==> config.mk <==
export PLATFORM = sky130hd
export DESIGN_NAME = vu_frame_scheduler
export DESIGN_NICKNAME = d
export VERILOG_FILES = /design/src/rtl/vu_frame_scheduler.sv
export SDC_FILE = /design/constraint.sdc
export NUM_CORES = 1
export LEC_CHECK = 0
export CAP_MARGIN = 0
export CORE_MARGIN = 2
export CORE_UTILIZATION = 40
export CTS_CLUSTER_SIZE = 40
export DETAILED_ROUTE_END_ITERATION = 10
export PLACE_DENSITY_LB_ADDON = 0.15
export SYNTH_ARGS = -nofsm -noshare
export SYNTH_HDL_FRONTEND = slang
export SYNTH_SLANG_ARGS = --single-unit
==> constraint.sdc <==
create_clock -name pixel_clock -period 4.1 [get_ports pixel_clock]
set_input_delay 1.23 -clock pixel_clock [delete_from_list [all_inputs] [get_ports pixel_clock]]
set_output_delay 1.23 -clock pixel_clock [all_outputs]
set_load 0.02 [all_outputs]
==> src/rtl/vu_frame_scheduler.sv <==
// ----------------------------------------------------------------------------
// vu_frame_scheduler
//   Frame-rate controller between the audio level path and the VGA renderer.
//
//   Behaviour:
//   - During a video frame it keeps the maximum of all accepted level samples.
//   - At each vertical-blank start it runs the bar decay and the peak
//     hold/decay.
//   - It then publishes bar_level / peak_level. Both stay constant for the
//     whole following frame, so the display never tears.
//
// Ports
//   pixel_clock   in   1   single clock, rising edge
//   reset         in   1   asynchronous, active-low; clears all state
//   level_in      in   LW  audio level sample
//   level_valid   in   1   level_in valid this cycle
//   level_ready   out  1   sample accepted when level_valid & level_ready
//   vblank_start  in   1   1-cycle pulse at the first line of vertical blank
//   bar_level     out  LW  displayed bar height, 0..MAX_LEVEL
//   peak_level    out  LW  displayed peak marker, bar_level..MAX_LEVEL
//   disp_update   out  1   1-cycle pulse: new bar/peak values visible this cycle
// ----------------------------------------------------------------------------
module vu_frame_scheduler #(
   parameter int LW          = 8,
   parameter int MAX_LEVEL   = 200,
   parameter int DECAY       = 2,
   parameter int PEAK_DECAY  = 1,
   parameter int HOLD_FRAMES = 30,
   parameter int HW          = 5
) (
   input  logic          pixel_clock,
   input  logic          reset,
   input  logic [LW-1:0] level_in,
   input  logic          level_valid,
   output logic          level_ready,
   input  logic          vblank_start,
   output logic [LW-1:0] bar_level,
   output logic [LW-1:0] peak_level,
   output logic          disp_update
);

   localparam logic [LW-1:0] MAX_W   = LW'(MAX_LEVEL);
   localparam logic [LW-1:0] DECAY_W = LW'(DECAY);
   localparam logic [LW-1:0] PDEC_W  = LW'(PEAK_DECAY);
   localparam logic [HW-1:0] HOLD_W  = HW'(HOLD_FRAMES);

   typedef enum logic [1:0] {ACCUM, COMMIT, PEAK} state_t;

   state_t        state, state_nxt;
   logic [LW-1:0] frame_max, snap, bar_n;
   logic [HW-1:0] hold_cnt;

   logic          accept;
   logic [LW-1:0] s_clamp, s_acc, max_in;
   logic [LW-1:0] bar_calc, peak_sel, peak_final;
   logic [HW-1:0] hold_nxt;

   // ---------------------------------------------------------------- FSM ---
   always_ff @(posedge pixel_clock or negedge reset) begin
      // NOTE: registers use non-blocking assignments, so every flop samples
      // the values from before the edge, whatever order the statements are in.
      if (!reset) state <= ACCUM;
      else        state <= state_nxt;
   end

   always_comb begin
      // NOTE: each output gets a default before the case. Without it, a path
      // that leaves a signal unassigned would infer a latch.
      state_nxt   = state;
      level_ready = 1'b0;
      case (state)
         ACCUM: begin
            level_ready = 1'b1;
            if (vblank_start) state_nxt = COMMIT;
         end
         COMMIT:  state_nxt = PEAK;
         PEAK:    state_nxt = ACCUM;
         default: state_nxt = ACCUM;
      endcase
   end

   // ----------------------------------------------------------- datapath ---
   always_comb begin
      accept  = level_valid & level_ready;
      s_clamp = (level_in > MAX_W) ? MAX_W : level_in;
      s_acc   = accept ? s_clamp : '0;
      max_in  = (s_acc > frame_max) ? s_acc : frame_max;

      // The bar jumps up to any louder frame. Otherwise it falls by DECAY
      // and stops at 0.
      bar_calc = (snap >= bar_level) ? snap
               : bar_level - ((bar_level < DECAY_W) ? bar_level : DECAY_W);

      hold_nxt = hold_cnt;
      if (snap >= peak_level) begin
         peak_sel = snap;
         hold_nxt = HOLD_W;
      end else if (hold_cnt != '0) begin
         peak_sel = peak_level;
         hold_nxt = hold_cnt - 1'b1;
      end else begin
         peak_sel = peak_level - ((peak_level < PDEC_W) ? peak_level : PDEC_W);
      end
      // The marker may never sit below the bar it annotates.
      peak_final = (peak_sel >= bar_n) ? peak_sel : bar_n;
   end

   always_ff @(posedge pixel_clock or negedge reset) begin
      // NOTE: every register here is a plain flop with an async clear.
      // There is no memory array, so there is nothing that must stay out of
      // the reset.
      if (!reset) begin
         frame_max   <= '0;
         snap        <= '0;
         bar_n       <= '0;
         bar_level   <= '0;
         peak_level  <= '0;
         hold_cnt    <= '0;
         disp_update <= 1'b0;
      end else begin
         disp_update <= (state == PEAK);
         case (state)
            ACCUM: begin
               if (vblank_start) begin
                  // A sample taken in the vblank cycle still belongs to the
                  // closing frame.
                  snap      <= max_in;
                  frame_max <= '0;
               end else if (accept) begin
                  frame_max <= max_in;
               end
            end
            COMMIT: bar_n <= bar_calc;
            PEAK: begin
               bar_level  <= bar_n;
               peak_level <= peak_final;
               hold_cnt   <= hold_nxt;
            end
            default: ;
         endcase
      end
   end

endmodule
* Yosys cells after proc, flatten, opt, wreduce, memory -nomap -nowiden
Cells that the tools add are included.
Widths: inputs -> output; s select.
** Word-level totals
- Bits of input ports :: 12
- Bits in registers :: 48
- Output and inout port bits :: 18
** Cells by class
- $lt $le $gt $ge :: 7
- Reduce and logical (&&, ||, !) cells :: 7
- Eq/ne operators :: 3
- Bitwise operators :: 1
- Multiplexer cells :: 16
- Add/sub/neg operators :: 3
** Operators by type and width (number)
- $mux 8 :: 11
- $ge 8x8->1 :: 3
- $sub 8x8->8 :: 2
- $mux 5 :: 2
- $gt 8x8->1 :: 1
- $gt 8x8->1 const B :: 1
- $lt 8x1->1 const B :: 1
- $lt 8x2->1 const B :: 1
- $reduce_and 2->1 :: 3
- $reduce_bool 5->1 :: 1
- $sub 5x1->5 const B :: 1
- $pmux 2 s2 :: 1
- $reduce_bool 2->1 :: 2
- $eq 2x1->1 const B :: 1
- $eq 2x2->1 const B :: 1
- $logic_not 2->1 :: 1
- $mux 2 :: 1
- $ne 2x2->1 const B :: 1
- $and 1x1->1 :: 1
- $mux 1 :: 1

* Logic depth before layout (Yosys ltp)
- Word-level depth :: 8
- Depth in mapped cells :: 16
- Mapped depth without buffers :: 15

* Worst setup path after synthesis
No wires, ideal clock.
- Path kind :: reg-to-reg
- From :: register peak_level[0]
- To :: register peak_level[5]
- Clock period less this slack :: 3.477 ns
- Path buffers :: 1
- Setup slack :: 0.623 ns
- Arrival time :: 3.390 ns
- Required time :: 4.012 ns
- Stages on the path, launching flop included :: 14
- Path through :: dfrtp_1 ha_1 nand2b_1 a2111o_1 a31oi_4 mux2_2 ha_1 o21ai_0 a21oi_1 o31ai_1 o211a_1 clkbuf_1 a21oi_1 a22oi_1
** Between the ends
- Longest elaborated chain between the ends :: 7
- Elaborated cells on any way between the ends :: 8
- Classes of those cells :: 1 x add/sub; 3 x order compare; 4 x mux
** RTL lines
- start, declared :: line 38 : output logic [LW-1:0] peak_level,
- start signal, assigned :: line 136 : peak_level <= peak_final;
- $lt 8x1->1 :: line 102 : peak_sel = peak_level - ((peak_level < PDEC_W) ? peak_level : PDEC_W);
- $mux 8 :: line 102
- $sub 8x8->8 :: line 102
- $mux 8 :: line 98 : end else if (hold_cnt != '0) begin
- $mux 8 (*) :: line 95 : if (snap >= peak_level) begin
- $ge 8x8->1 :: line 105 : peak_final = (peak_sel >= bar_n) ? peak_sel : bar_n;
- $mux 8 (*) :: line 105
Mark *: on every way between the ends. The rest lies on a longest branch, timed or not.
A chain may end at the register's enable or synchronous reset.

* Final worst setup path
- From :: register snap[0]
- To :: register peak_level[1]
** Between the ends
- Longest elaborated chain between the ends :: 4
** RTL lines
- start, declared :: line 50 : logic [LW-1:0] frame_max, snap, bar_n;
- start signal, assigned :: line 127 : snap <= max_in;
- $ge 8x8->1 :: line 95
- $mux 8 (*) :: line 95
- $ge 8x8->1 :: line 105
- $mux 8 (*) :: line 105
Marked as above.

==> flow_metrics.env <==
export IMPL_status="complete, no violations"
export IMPL_post_route_min_period_ns=3.68
export IMPL_final_common_cell="dfrtp_1"
export IMPL_gp_congestion=0.761
export IMPL_dpl_worst_slack_ns=0.273
export IMPL_ant_nets=0
export IMPL_antenna_found_initial=0
export IMPL_worstHoldPathCells=1
export IMPL_die_area_um2=8970
export IMPL_initial_core_util=0.407
export IMPL_arrival_ns=3.89
export IMPL_p_leak_nw=1.80
export IMPL_rsz0062_at_grt="false"
export IMPL_irDropWorstVdd_mv=0.217
export IMPL_syn_avg_cell_area_um2=8.78
export IMPL_synth_edff_count=0
export IMPL_cts_root_buf="clkbuf_8"
export IMPL_cts_buffer_depth=2
export IMPL_wl_per_cell_um=14.6
export IMPL_max_freq_ghz=0.272
export IMPL_fin_ws_ns=0.422
export IMPL_dpl_cell_area_um2=3700
export IMPL_num_rows=33
export IMPL_die_x_um=94.7
export IMPL_drv_slew=0
export IMPL_stdcell_area_um2=3790
export IMPL_power_frac_clock=0.104
export IMPL_area_delta_synth_final_pct=15.3
export IMPL_crit_fanout=14
export IMPL_cts_tree="done"
export IMPL_nets=452
export IMPL_vias=2707
export IMPL_clock_skew_ns=0.0110
export IMPL_first_pass_iters=4
export IMPL_internal_power_mw=1.58
export IMPL_cts_reportedPaths_clkPinSlew_ns=0.09
export IMPL_p_seq_frac=0.277
export IMPL_setup_viol=0
export IMPL_crit_type="register to register"
export IMPL_grt_overflow_total=0
export IMPL_post_cts_setup_buffers=0
export IMPL_fin_tns_setup_ns=0
export IMPL_crit_path_end_kind="register"
export IMPL_grt_pass1_wl_mm=12.6
export IMPL_grt_max_degree=49
export IMPL_drive_above_1_share=0.0593
export IMPL_hp_class="register to register"
export IMPL_die_h_um=94.7
export IMPL_ys_warn_count=0
export IMPL_track_usage=0.178
export IMPL_cts_htree_levels=2
export IMPL_combPwrFrac=0.619
export IMPL_switching_share=0.467
export IMPL_diodes=0
export IMPL_final_cell_mix="dfrtp_1 (48), nand2_1 (47), inv_1 (38)"
export IMPL_yosysSeqAreaShare=0.365
export IMPL_ys_async_sr_fraction=1.00
export IMPL_slew_limit_headroom=0.269
export IMPL_ys_types=44
export IMPL_hold_violations=0
export IMPL_cts_buffers=5
export IMPL_drt_iter0_drc=70
export IMPL_ys_flop_type="dfrtp_1"
export IMPL_netlist_area_um2=3290
export IMPL_p_per_area_nw_per_um2=779
export IMPL_worst_slew_pin_slew_ns=1.10
export IMPL_reg2reg_depth=15
export IMPL_maxCapViolCount=0
export IMPL_worstPathRequired_ns=4.32
export IMPL_post_cts_resized=0
export IMPL_syn_num_nets=423
export IMPL_core_area_um2=8090
export IMPL_drc=0
export IMPL_timing_final_crit_share=0.897
export IMPL_cts_hold_fix_buffers=0
export IMPL_ys_seq_elements=48
export IMPL_cts_sinks=48
export IMPL_cp_start_kind="register"
export IMPL_power_switching_mw=1.38
export IMPL_syn_inst=375
export IMPL_dp_hpwl_mm=5.78
export IMPL_pin_count=30
export IMPL_grt_pass1_vias=2661
export IMPL_wl_mm=7.43
export IMPL_insertion_delay_ns=0.31
export IMPL_port_buffers=29
export IMPL_viasPerCell=5.31
registers in the layout, summed over array words and instances, names as in the netlist:
| register | flops |
|---|---|
| bar_n | 8 |
| frame_max | 8 |
| peak_level | 8 |
| state | 2 |
| disp_update | 1 |
| snap | 8 |
| hold_cnt | 5 |
| bar_level | 8 |
stage by stage:
step                      power [mW]  utilization  std cells  hold slack (ns)
after floorplan                 2.14            -        375            0.458
after CTS                       2.99        0.469        510            0.508
final                           2.96        0.469        510            0.506
after detailed placement        2.67        0.457        502            0.498
after global routing            3.25        0.469        510            0.554
after global placement          2.63        0.457        502            0.490
cell type report:
type	instances	area (um2)
sequential	48	1200
tap	105	131
timing repair buffer	36	338
fill	824	4300
clock inverter	2	13.8
inverter	38	143
multi-input combinational	275	1880
clock buffer	6	82.6
logic make-up (layout without fill, tap and decap cells):
logic type               Yosys count  after routing  share of synthesized area
XOR/XNOR                           8              8                     0.0213
AO/OA/AOI/OAI                    104            104                      0.211
other                              1              1                    0.00114
buffers and inverters             52             82                     0.0624
multiplexers                      18             18                     0.0559
adder cells (fa/ha/maj)           36             36                      0.137
flip-flops                        48             48                      0.365
AND/OR/NAND/NOR                  108            108                      0.147
power groups by stage:
stage                     clock network, mW  registers (mW)  logic (mW)
final                                 0.306           0.819        1.83
after global routing                  0.338           0.851        2.06
after CTS                             0.318           0.823        1.84
after detailed placement                  0           0.832        1.84
after global placement                    0           0.830        1.80
after floorplan                           0           0.873        1.26
path summary, 6_finish.rpt:
check                                         from                         to  slack, ns
min                        hold_cnt[4]$_DFFE_PN0P_    hold_cnt[4]$_DFFE_PN0P_       0.51
min reg2reg                hold_cnt[4]$_DFFE_PN0P_    hold_cnt[4]$_DFFE_PN0P_       0.51
max                            snap[0]$_DFFE_PN0P_  peak_level[1]$_DFFE_PN0P_       0.42
max reg2reg                    snap[0]$_DFFE_PN0P_  peak_level[1]$_DFFE_PN0P_       0.42
min in group asynchronous                    reset      disp_update$_DFF_PN0_       1.12
max in group asynchronous                    reset    hold_cnt[3]$_DFFE_PN0P_       2.30
synthesized netlist by cell type, types with 3 or more instances:
master / number / area share
a211o_1: 5 / 0.013
a21o_1: 5 / 0.011
a21oi_1: 28 / 0.043
a22oi_1: 3 / 0.0068
a22oi_2: 3 / 0.011
a32o_1: 5 / 0.015
and3_1: 4 / 0.0076
clkbuf_1: 10 / 0.011
dfrtp_1: 48 / 0.37
ha_1: 36 / 0.14
inv_1: 38 / 0.043
mux2_2: 3 / 0.010
mux2i_1: 15 / 0.046
nand2_1: 47 / 0.054
nand2b_1: 6 / 0.011
nand3_1: 6 / 0.0091
nand4_1: 7 / 0.013
nor2_1: 27 / 0.031
nor3_1: 4 / 0.0061
o211ai_1: 4 / 0.0091
o21ai_0: 32 / 0.049
o31ai_1: 6 / 0.014
xnor2_1: 8 / 0.021
routing by layer:
metal  GRT usage  routed length, um  vias to the layer above
met5           0                  0                        -
met1       0.229               3490                     1283
met2       0.316               3670                       34
met4      0.0386                 89                        0
li1            -                  -                     1384
met3      0.0263                181                        6
critical path, stage by stage, from the launching register on:
cell and delay, ns:
dfrtp_1 0.39, inv_1 0.14, ha_1 0.25, nand2b_1 0.15, a2111o_1 0.45, a31oi_4 0.21
buf_4 0.22, nor2_1 0.08, a21oi_1 0.16, ha_1 0.26, o21ai_0 0.07, a21oi_1 0.07
o31ai_1 0.30, o211a_1 0.48, a21oi_1 0.15, a22oi_1 0.20
No activity file was read; power rests on OpenSTA's default activity.
